**config.mk**
```make
export PLATFORM = sky130hd
export DESIGN_NAME = jtag_tap_sampled
export DESIGN_NICKNAME = d
export VERILOG_FILES = /design/src/rtl/jtag_pkg.sv /design/src/rtl/jtag_sync_edge.sv /design/src/rtl/jtag_tap_sampled.sv
export SDC_FILE = /design/constraint.sdc
export NUM_CORES = 1
export LEC_CHECK = 0
export CORE_MARGIN = 2
export CORE_UTILIZATION = 25
export DETAILED_ROUTE_END_ITERATION = 8
export PLACE_DENSITY = 0.56
export SLEW_MARGIN = 20
export SYNTH_ARGS = -nofsm -noshare
export SYNTH_HDL_FRONTEND = slang
export SYNTH_SLANG_ARGS = --single-unit
export TNS_END_PERCENT = 20
```
**constraint.sdc**
```tcl
create_clock -name clk_i -period 3.3 [get_ports clk_i]
set_clock_uncertainty 0.15 [all_clocks]
set_input_delay 0.66 -clock clk_i [delete_from_list [all_inputs] [get_ports clk_i]]
set_output_delay 0.66 -clock clk_i [all_outputs]
set_load 0.05 [all_outputs]
```
**src/rtl/jtag_pkg.sv**
```systemverilog
// jtag_pkg: TAP state encoding and instruction constants shared by the TAP responder.
package jtag_pkg;
  typedef enum logic [3:0] {
    EXIT2_DR         = 4'h0,
    EXIT1_DR         = 4'h1,
    SHIFT_DR         = 4'h2,
    PAUSE_DR         = 4'h3,
    SELECT_IR        = 4'h4,
    UPDATE_DR        = 4'h5,
    CAPTURE_DR       = 4'h6,
    SELECT_DR        = 4'h7,
    EXIT2_IR         = 4'h8,
    EXIT1_IR         = 4'h9,
    SHIFT_IR         = 4'hA,
    PAUSE_IR         = 4'hB,
    RUN_TEST_IDLE    = 4'hC,
    UPDATE_IR        = 4'hD,
    CAPTURE_IR       = 4'hE,
    TEST_LOGIC_RESET = 4'hF
  } tap_state_e;
  localparam int IR_IDCODE = 1;
  localparam int IR_USER = 4;
  localparam logic [1:0] IR_CAPTURE = 2'b01;
endpackage

```
**src/rtl/jtag_sync_edge.sv**
```systemverilog
// jtag_sync_edge: two-flop synchroniser plus history flop giving level and single-cycle edge events.
module jtag_sync_edge #(
  parameter logic RST_VAL = 1'b0
) (
  input  logic clk_i,
  input  logic rst_i,
  input  logic d_i,
  output logic level_o,
  output logic rise_o,
  output logic fall_o
);
  logic [1:0] sync_q;
  logic hist_q;
  always_ff @(posedge clk_i) begin
    if (rst_i) begin
      sync_q <= {2{RST_VAL}};
      hist_q <= RST_VAL;
    end else begin
      sync_q <= {sync_q[0], d_i};
      hist_q <= sync_q[1];
    end
  end
  assign level_o = sync_q[1];
  assign rise_o = sync_q[1] & ~hist_q;
  assign fall_o = ~sync_q[1] & hist_q;
endmodule

```
**src/rtl/jtag_tap_sampled.sv**
```systemverilog
// jtag_tap_sampled: oversampled IEEE 1149.1 TAP with IR, IDCODE, BYPASS and one USER data register.
module jtag_tap_sampled
  import jtag_pkg::*;
#(
  parameter int IR_WIDTH = 4,
  parameter int DR_WIDTH = 32,
  parameter logic [31:0] IDCODE_VAL = 32'h249511C3
) (
  input  logic                clk_i,
  input  logic                rst_i,
  input  logic                tck_i,
  input  logic                tms_i,
  input  logic                tdi_i,
  input  logic                trst_ni,
  output logic                tdo_o,
  output logic                tdo_en_o,
  output logic [3:0]          tap_state_o,
  input  logic [DR_WIDTH-1:0] user_data_i,
  output logic [DR_WIDTH-1:0] user_data_o,
  output logic                user_capture_o,
  output logic                user_update_o
);
  logic tck_rise, tck_fall, tms_s, tdi_s, trst_s;
  logic [6:0] unused_sync;
  jtag_sync_edge u_tck (.clk_i(clk_i), .rst_i(rst_i), .d_i(tck_i), .level_o(unused_sync[0]), .rise_o(tck_rise), .fall_o(tck_fall));
  jtag_sync_edge u_tms (.clk_i(clk_i), .rst_i(rst_i), .d_i(tms_i), .level_o(tms_s), .rise_o(unused_sync[1]), .fall_o(unused_sync[2]));
  jtag_sync_edge u_tdi (.clk_i(clk_i), .rst_i(rst_i), .d_i(tdi_i), .level_o(tdi_s), .rise_o(unused_sync[3]), .fall_o(unused_sync[4]));
  jtag_sync_edge #(.RST_VAL(1'b1)) u_trst (.clk_i(clk_i), .rst_i(rst_i), .d_i(trst_ni), .level_o(trst_s), .rise_o(unused_sync[5]), .fall_o(unused_sync[6]));
  tap_state_e state_q, state_d;
  logic [IR_WIDTH-1:0] ir_q, ir_sr_q;
  logic [31:0] id_sr_q;
  logic [DR_WIDTH-1:0] usr_sr_q, user_data_q;
  logic byp_q, tdo_q, tdo_en_q, cap_q, upd_q;
  logic sel_id, sel_usr, is_shift, shift_lsb;
  assign sel_id = ir_q == IR_WIDTH'(IR_IDCODE);
  assign sel_usr = ir_q == IR_WIDTH'(IR_USER);
  assign is_shift = state_q == SHIFT_IR || state_q == SHIFT_DR;
  assign shift_lsb = state_q == SHIFT_IR ? ir_sr_q[0] : sel_id ? id_sr_q[0] : sel_usr ? usr_sr_q[0] : byp_q;
  always_comb begin
    state_d = state_q;
    case (state_q)
      TEST_LOGIC_RESET: state_d = tms_s ? TEST_LOGIC_RESET : RUN_TEST_IDLE;
      RUN_TEST_IDLE:    state_d = tms_s ? SELECT_DR : RUN_TEST_IDLE;
      SELECT_DR:        state_d = tms_s ? SELECT_IR : CAPTURE_DR;
      CAPTURE_DR:       state_d = tms_s ? EXIT1_DR : SHIFT_DR;
      SHIFT_DR:         state_d = tms_s ? EXIT1_DR : SHIFT_DR;
      EXIT1_DR:         state_d = tms_s ? UPDATE_DR : PAUSE_DR;
      PAUSE_DR:         state_d = tms_s ? EXIT2_DR : PAUSE_DR;
      EXIT2_DR:         state_d = tms_s ? UPDATE_DR : SHIFT_DR;
      UPDATE_DR:        state_d = tms_s ? SELECT_DR : RUN_TEST_IDLE;
      SELECT_IR:        state_d = tms_s ? TEST_LOGIC_RESET : CAPTURE_IR;
      CAPTURE_IR:       state_d = tms_s ? EXIT1_IR : SHIFT_IR;
      SHIFT_IR:         state_d = tms_s ? EXIT1_IR : SHIFT_IR;
      EXIT1_IR:         state_d = tms_s ? UPDATE_IR : PAUSE_IR;
      PAUSE_IR:         state_d = tms_s ? EXIT2_IR : PAUSE_IR;
      EXIT2_IR:         state_d = tms_s ? UPDATE_IR : SHIFT_IR;
      UPDATE_IR:        state_d = tms_s ? SELECT_DR : RUN_TEST_IDLE;
      default:          state_d = TEST_LOGIC_RESET;
    endcase
  end
  always_ff @(posedge clk_i) begin
    if (rst_i) begin
      state_q <= TEST_LOGIC_RESET;
      ir_q <= IR_WIDTH'(IR_IDCODE);
      ir_sr_q <= '0;
      id_sr_q <= '0;
      usr_sr_q <= '0;
      byp_q <= 1'b0;
      user_data_q <= '0;
      tdo_q <= 1'b0;
      tdo_en_q <= 1'b0;
      cap_q <= 1'b0;
      upd_q <= 1'b0;
    end else begin
      cap_q <= trst_s && tck_rise && state_q == CAPTURE_DR && sel_usr;
      upd_q <= trst_s && tck_rise && state_q == UPDATE_DR && sel_usr;
      if (!trst_s) begin
        state_q <= TEST_LOGIC_RESET;
        ir_q <= IR_WIDTH'(IR_IDCODE);
      end else begin
        if (tck_rise) begin
          state_q <= state_d;
          case (state_q)
            CAPTURE_IR: ir_sr_q <= IR_WIDTH'(IR_CAPTURE);
            SHIFT_IR:   ir_sr_q <= IR_WIDTH'({tdi_s, ir_sr_q} >> 1);
            UPDATE_IR:  ir_q <= ir_sr_q;
            CAPTURE_DR: begin
              id_sr_q <= IDCODE_VAL;
              byp_q <= 1'b0;
              if (sel_usr) usr_sr_q <= user_data_i;
            end
            SHIFT_DR: begin
              if (sel_id) id_sr_q <= {tdi_s, id_sr_q[31:1]};
              else if (sel_usr) usr_sr_q <= DR_WIDTH'({tdi_s, usr_sr_q} >> 1);
              else byp_q <= tdi_s;
            end
            UPDATE_DR:  if (sel_usr) user_data_q <= usr_sr_q;
            default: ;
          endcase
        end
        // Holding TLR keeps IDCODE selected regardless of what Update-IR did
        if (state_q == TEST_LOGIC_RESET) ir_q <= IR_WIDTH'(IR_IDCODE);
      end
      if (tck_fall) begin
        tdo_q <= is_shift & shift_lsb;
        tdo_en_q <= is_shift;
      end
    end
  end
  assign tdo_o = tdo_q;
  assign tdo_en_o = tdo_en_q;
  assign tap_state_o = state_q;
  assign user_data_o = user_data_q;
  assign user_capture_o = cap_q;
  assign user_update_o = upd_q;
endmodule
```
; ---- Yosys cells after proc, flatten, opt, wreduce, memory -nomap -nowiden
; Cells that the tools add are included.
[op_classes]
n_addsub = 0
mul = 0
n_div = 0
magnitude_cmp = 0
n_eq_ne = 22
n_shift = 0
muxes = 26
n_bitwise = 6
reduce_logical = 20
[op_table]
columns = op, count
row1 = $mux W32, 4
row2 = $pmux W32 S2, 2
row3 = $pmux W4 S12, 1
row4 = $eq A4 B4 Y1 const B, 8
row5 = $eq A4 B3 Y1 const B, 5
row6 = $mux W2, 6
row7 = $mux W3, 4
row8 = $ne A2 B2 Y1 const B, 5
row9 = $eq A4 B1 Y1 const B, 2
row10 = $eq A4 B2 Y1 const B, 2
row11 = $pmux W4 S2, 1
row12 = $reduce_and A4 Y1, 2
row13 = $mux W1, 6
row14 = $reduce_and A6 Y1, 1
row15 = $reduce_or A2 Y1, 3
row16 = $reduce_or A3 Y1, 2
row17 = $logic_and A1 B1 Y1, 5
row18 = $reduce_and A5 Y1, 1
row19 = $logic_not A4 Y1, 1
row20 = $mux W4, 1
row21 = $reduce_bool A2 Y1, 2
row22 = $and A1 B1 Y1, 3
row23 = $not A1 Y1, 3
row24 = $reduce_and A3 Y1, 1
row25 = other kinds (3), 3
[word_totals]
ff_bits = 122
latchBits = 0
mem_bits_rw = 0
romBits = 0
output_inout_bits = 40
memories = 0

; ---- Logic depth before layout (Yosys ltp)
[depth]
word_depth = 5
mapped_depth = 7

; ---- Modules after synthesis
; From an unflattened synthesis, not the netlist that was laid out.
[hier_totals]
hier_cells = 512
hier_area_um2 = 4728.3
[by_module_without_submodules]
columns = module, instances, cells_per_inst, area_per_inst_um2
row1 = jtag_tap_sampled, 1, 480, 4361.7
row2 = jtag_sync_edge (u_tck ...), 3, 8, 91.3
row3 = jtag_sync_edge (u_trst), 1, 8, 92.6

; ---- Worst setup path after synthesis
; No wires, ideal clock.
[synth_path]
path_kind = flip-flop to flip-flop
from = register state_q[1] (netlist: tap_state_o[1])
to = register usr_sr_q[23]
setup_time_ns = 0.145
arrival_ns = 1.875
required_ns = 3.005
path_slack_ns = 1.130
stages_incl_launch_ff = 6
synth_period_minus_slack_ns = 2.170
cell_sequence = dfxtp_1 or3b_1 nor3b_2 buf_4 buf_2 a211oi_2
[synth_between]
elab_chain_cells = 3
word_cells_on_any_way = 8
[synth_lines]
columns = element, line_no
row1 = from (decl), jtag_tap_sampled.sv:29  ; tap_state_e state_q, state_d;
row2 = from (signal assigned), jtag_tap_sampled.sv:82  ; state_q <= state_d;
row3 = $eq A4 B3 Y1 / $eq A4 B2 Y1 (equally long branches), jtag_tap_sampled.sv:83  ; case (state_q)
row4 = $ne A2 B2 Y1 (no line) / $reduce_bool A2 Y1 (equally long branches), n/a
row5 = $reduce_and A6 Y1 (no line), n/a
row6 = to (signal assigned), jtag_tap_sampled.sv:90  ; if (sel_usr) usr_sr_q <= user_data_i;
row7 = to (signal assigned), jtag_tap_sampled.sv:94  ; else if (sel_usr) usr_sr_q <= DR_WIDTH'({tdi_s, usr_sr_q} >> 1);
row8 = to (decl), jtag_tap_sampled.sv:32  ; logic [DR_WIDTH-1:0] usr_sr_q, user_data_q;
; Parallel ways exist; a longest one is shown, timed or not.
; A chain may end at the register's enable or synchronous reset.

; ---- Final worst setup path
[layout_path]
from = register state_q[1] (netlist: tap_state_o[1])
to = output tap_state_o[1]
[layout_lines]
columns = element, line_no
row1 = to (decl), jtag_tap_sampled.sv:17  ; output logic [3:0] tap_state_o,
; No word-level cell between the ends.

==> metrics.txt <==
Int Power=2.62 mW; HPWL after detailed placement=7.38 mm; Psw=0.763 mW; setup TNS=0 ns; Clock Power Share=52.2%; Hold Path Class=reg2reg; largest net degree at the start of global routing=66; CTS Buffer Depth=2; I/O pin count=78; # diodes=0; Synth Register Bits=122; Area Growth Syn to Fin=32.1%; Peak VDD IR=0.000366 V; Async SR Flop Fraction=0%; Post-Syn Nets=538; final hold viol count=0; worst rel slew slack=49.4%; Clock Latency Late Sink=0.40 ns; clk slew on worst S/H paths=0.06 ns; total gr overflow=0; critical path's slowest cell=clkdlybuf4s50_1; Comb power frac=3.7%; gp weighted congestion=0.726; crit-path cells=clkdlybuf4s50_1; Lkg Pwr=2.04 nW; vias per inst=4.62; grt met3 use=4.24%; CTS tree=done; WS Path Type=reg2out; Setup Viol. Count Final=0; H-tree Lvls=4; DR WL/cell=13.6 µm; GRT Total Usage=11.5%; Slew @ Worst Pin=0.758 ns; Most Crowded Layer GR=met2; Mapped Area=4760 µm²; mux contribution to synthesized area=7.57%; CP arrival=1.92 ns; max_cap viols=0; CP endpoint kind=output port; M1 GR Usage=14.1%; Final period util=82.8%; critical path buffer and inverter count=1; post-route ant nets=0; CTS Hold Bufs=0; adder-cell share of the synthesized area=0%; xor/xnor share of the synthesized area=0%; post-synth cell types=46; Flop pwr share=44.1%; sequential area share after synthesis=51.3%; WL final=11.1 mm; first-pass GRT wire length=18.5 mm; Yosys warnings=0; share of layout cells above drive strength 1=12.1%; Post-CTS Resized=0; row count=50; number of global-route vias before repair=3700; DRC violations left=0; status=finished, final reports clean; core box area=18700 µm²; Synth Area in Compound Gates=19.8%; Layout Nets=603; Die Ht=142 µm; Die W=142 µm; commonest cells after routing, fill and taps aside=dfxtp_1, clkdlybuf4s50_1, nand2_1, nor2_1, a21oi_1; syn avg cell area=9.52 µm²; commonest register cell after synthesis=dfxtp_1; M2 GR Usage=19.0%; 1st-iter DRT viols=170; buffer count from post-CTS setup fixing=0; Num CTS Buffers=17; RSZ-0062 raised after global routing=false; number of port buffers=77; Initial Utilization=25.5%; drt first pass iters=4; PwrDens=538 nW/µm²; worst stage delay on the critical path=0.90 ns; root buffer cell=clkbuf_16; min Tclk post-route=2.73 ns; Post-DP Area=5720 µm²; combinational family with the most area after synthesis=compound AO/OA/AOI/OAI gates; Non-Filler Instances=812; Crit Path Max Fanout=17; post-placement cell count=780; fmax=366 MHz; vias=3754; switch share=22.6%; pre-CTS setup slack=0.989 ns; Largest delay share family, worst path=buffers and inverters; Num Clock Sinks=122; initial antenna violation count=0; commonest non-fill, non-tap cell in the layout=dfxtp_1; Final WS setup=0.568 ns; synthesized instance count=500; fin. max-slew vios=0; post-synthesis simple-gate area fraction=16.8%; Final Cell Area=6290 µm²; Post-synth EDFFs=0; Die ar.=20200 µm²; type of origin of the critical path=register; worst path required time=2.49 ns
## cells by family (layout without fill, tap and decap cells)
| kind of cell | count (synthesis) | in the layout |
|---|---|---|
| AOI/OAI and AO/OA | 127 | 127 |
| buffers and inverters | 44 | 122 |
| DFF | 122 | 122 |
| muxes | 36 | 36 |
| and+or+nand+nor | 171 | 171 |
## worst reg2reg max path, delay by kind of cell (launching register included)
kind            cells  cell delay (ns)
buf+inv             1             0.23
simple gates        2             0.69
flops               1             0.62
compound gates      2             0.52
## flip-flops by register name, indices dropped and copies added, names as in the netlist
signal and flops:
id_sr_q 32, user_update_o 1, user_data_o 32, user_capture_o 1, u_trst.sync_q 2, tap_state_o 4
tdo_en_o 1, byp_q 1, u_tck.sync_q 2, usr_sr_q 32, tdo_o 1, u_tck.hist_q 1
u_tms.sync_q 2, ir_sr_q 4, ir_q 4, u_tdi.sync_q 2
## path summary, 6_finish.rpt
check / start / depth (start not counted) / slack, ns / to
worst min-delay path: u_trst.sync_q[0] / 1 / 0.25 / u_trst.sync_q[1]
worst max-delay path: tap_state_o[1] / 1 / 0.57 / tap_state_o[1]
worst min register to register: u_trst.sync_q[0] / 1 / 0.25 / u_trst.sync_q[1]
worst max register to register: tap_state_o[1] / 5 / 0.98 / id_sr_q[28]
## area by class of cell
cell class	instances	area, µm²
Multi-Input combinational cell	334	2120
Inverter	4	15.0
Fill cell	1908	12400
Timing Repair Buffer	86	848
Clock inverter	13	120
Clock buffer	19	453
Tap cell	234	293
Sequential cell	122	2440
## synthesized netlist by cell type (4+ instances only)
cell	instances	area share, %
a21oi_1	44	4.6
nand2b_1	4	0.53
nand3_1	5	0.53
nor2_1	53	4.2
mux2i_1	36	7.6
a211oi_1	16	2.5
buf_2	13	1.4
o21ai_0	7	0.74
clkbuf_1	20	1.6
a22o_1	20	3.7
dfxtp_1	122	51
nor2b_1	10	1.3
nand2_1	73	5.8
nor3_1	6	0.63
inv_1	4	0.32
o22ai_1	13	1.7
a211oi_2	17	4.5
## power groups by stage
stage | clock (mW) | sequential (mW) | combinational (mW)
floorplan | 0 | 1.52 | 0.0641
global placement | 0 | 1.52 | 0.126
detailed placement | 0 | 1.52 | 0.127
CTS | 1.82 | 1.49 | 0.128
global route | 1.90 | 1.49 | 0.137
finish | 1.77 | 1.49 | 0.126
## per-stage QoR
step / power (mW) / utilization [%] / hold slack (ns)
global placement: 1.65 / 30.6 / 0.249
global route: 3.52 / 33.6 / 0.269
finish: 3.38 / 33.6 / 0.255
detailed placement: 1.65 / 30.6 / 0.245
CTS: 3.44 / 33.6 / 0.259
floorplan: 1.59 / - / 0.239
## per-layer routing
| layer | up-vias | wire length, µm | part of all wire [%] |
|---|---|---|---|
| li1 | 1897 | - | - |
| met1 | 1779 | 5080 | 46 |
| met2 | 72 | 5360 | 48 |
| met3 | 6 | 536 | 4.8 |
| met4 | 0 | 96 | 0.87 |
| met5 | - | 0 | 0 |
(Power assumes the default switching activity.)
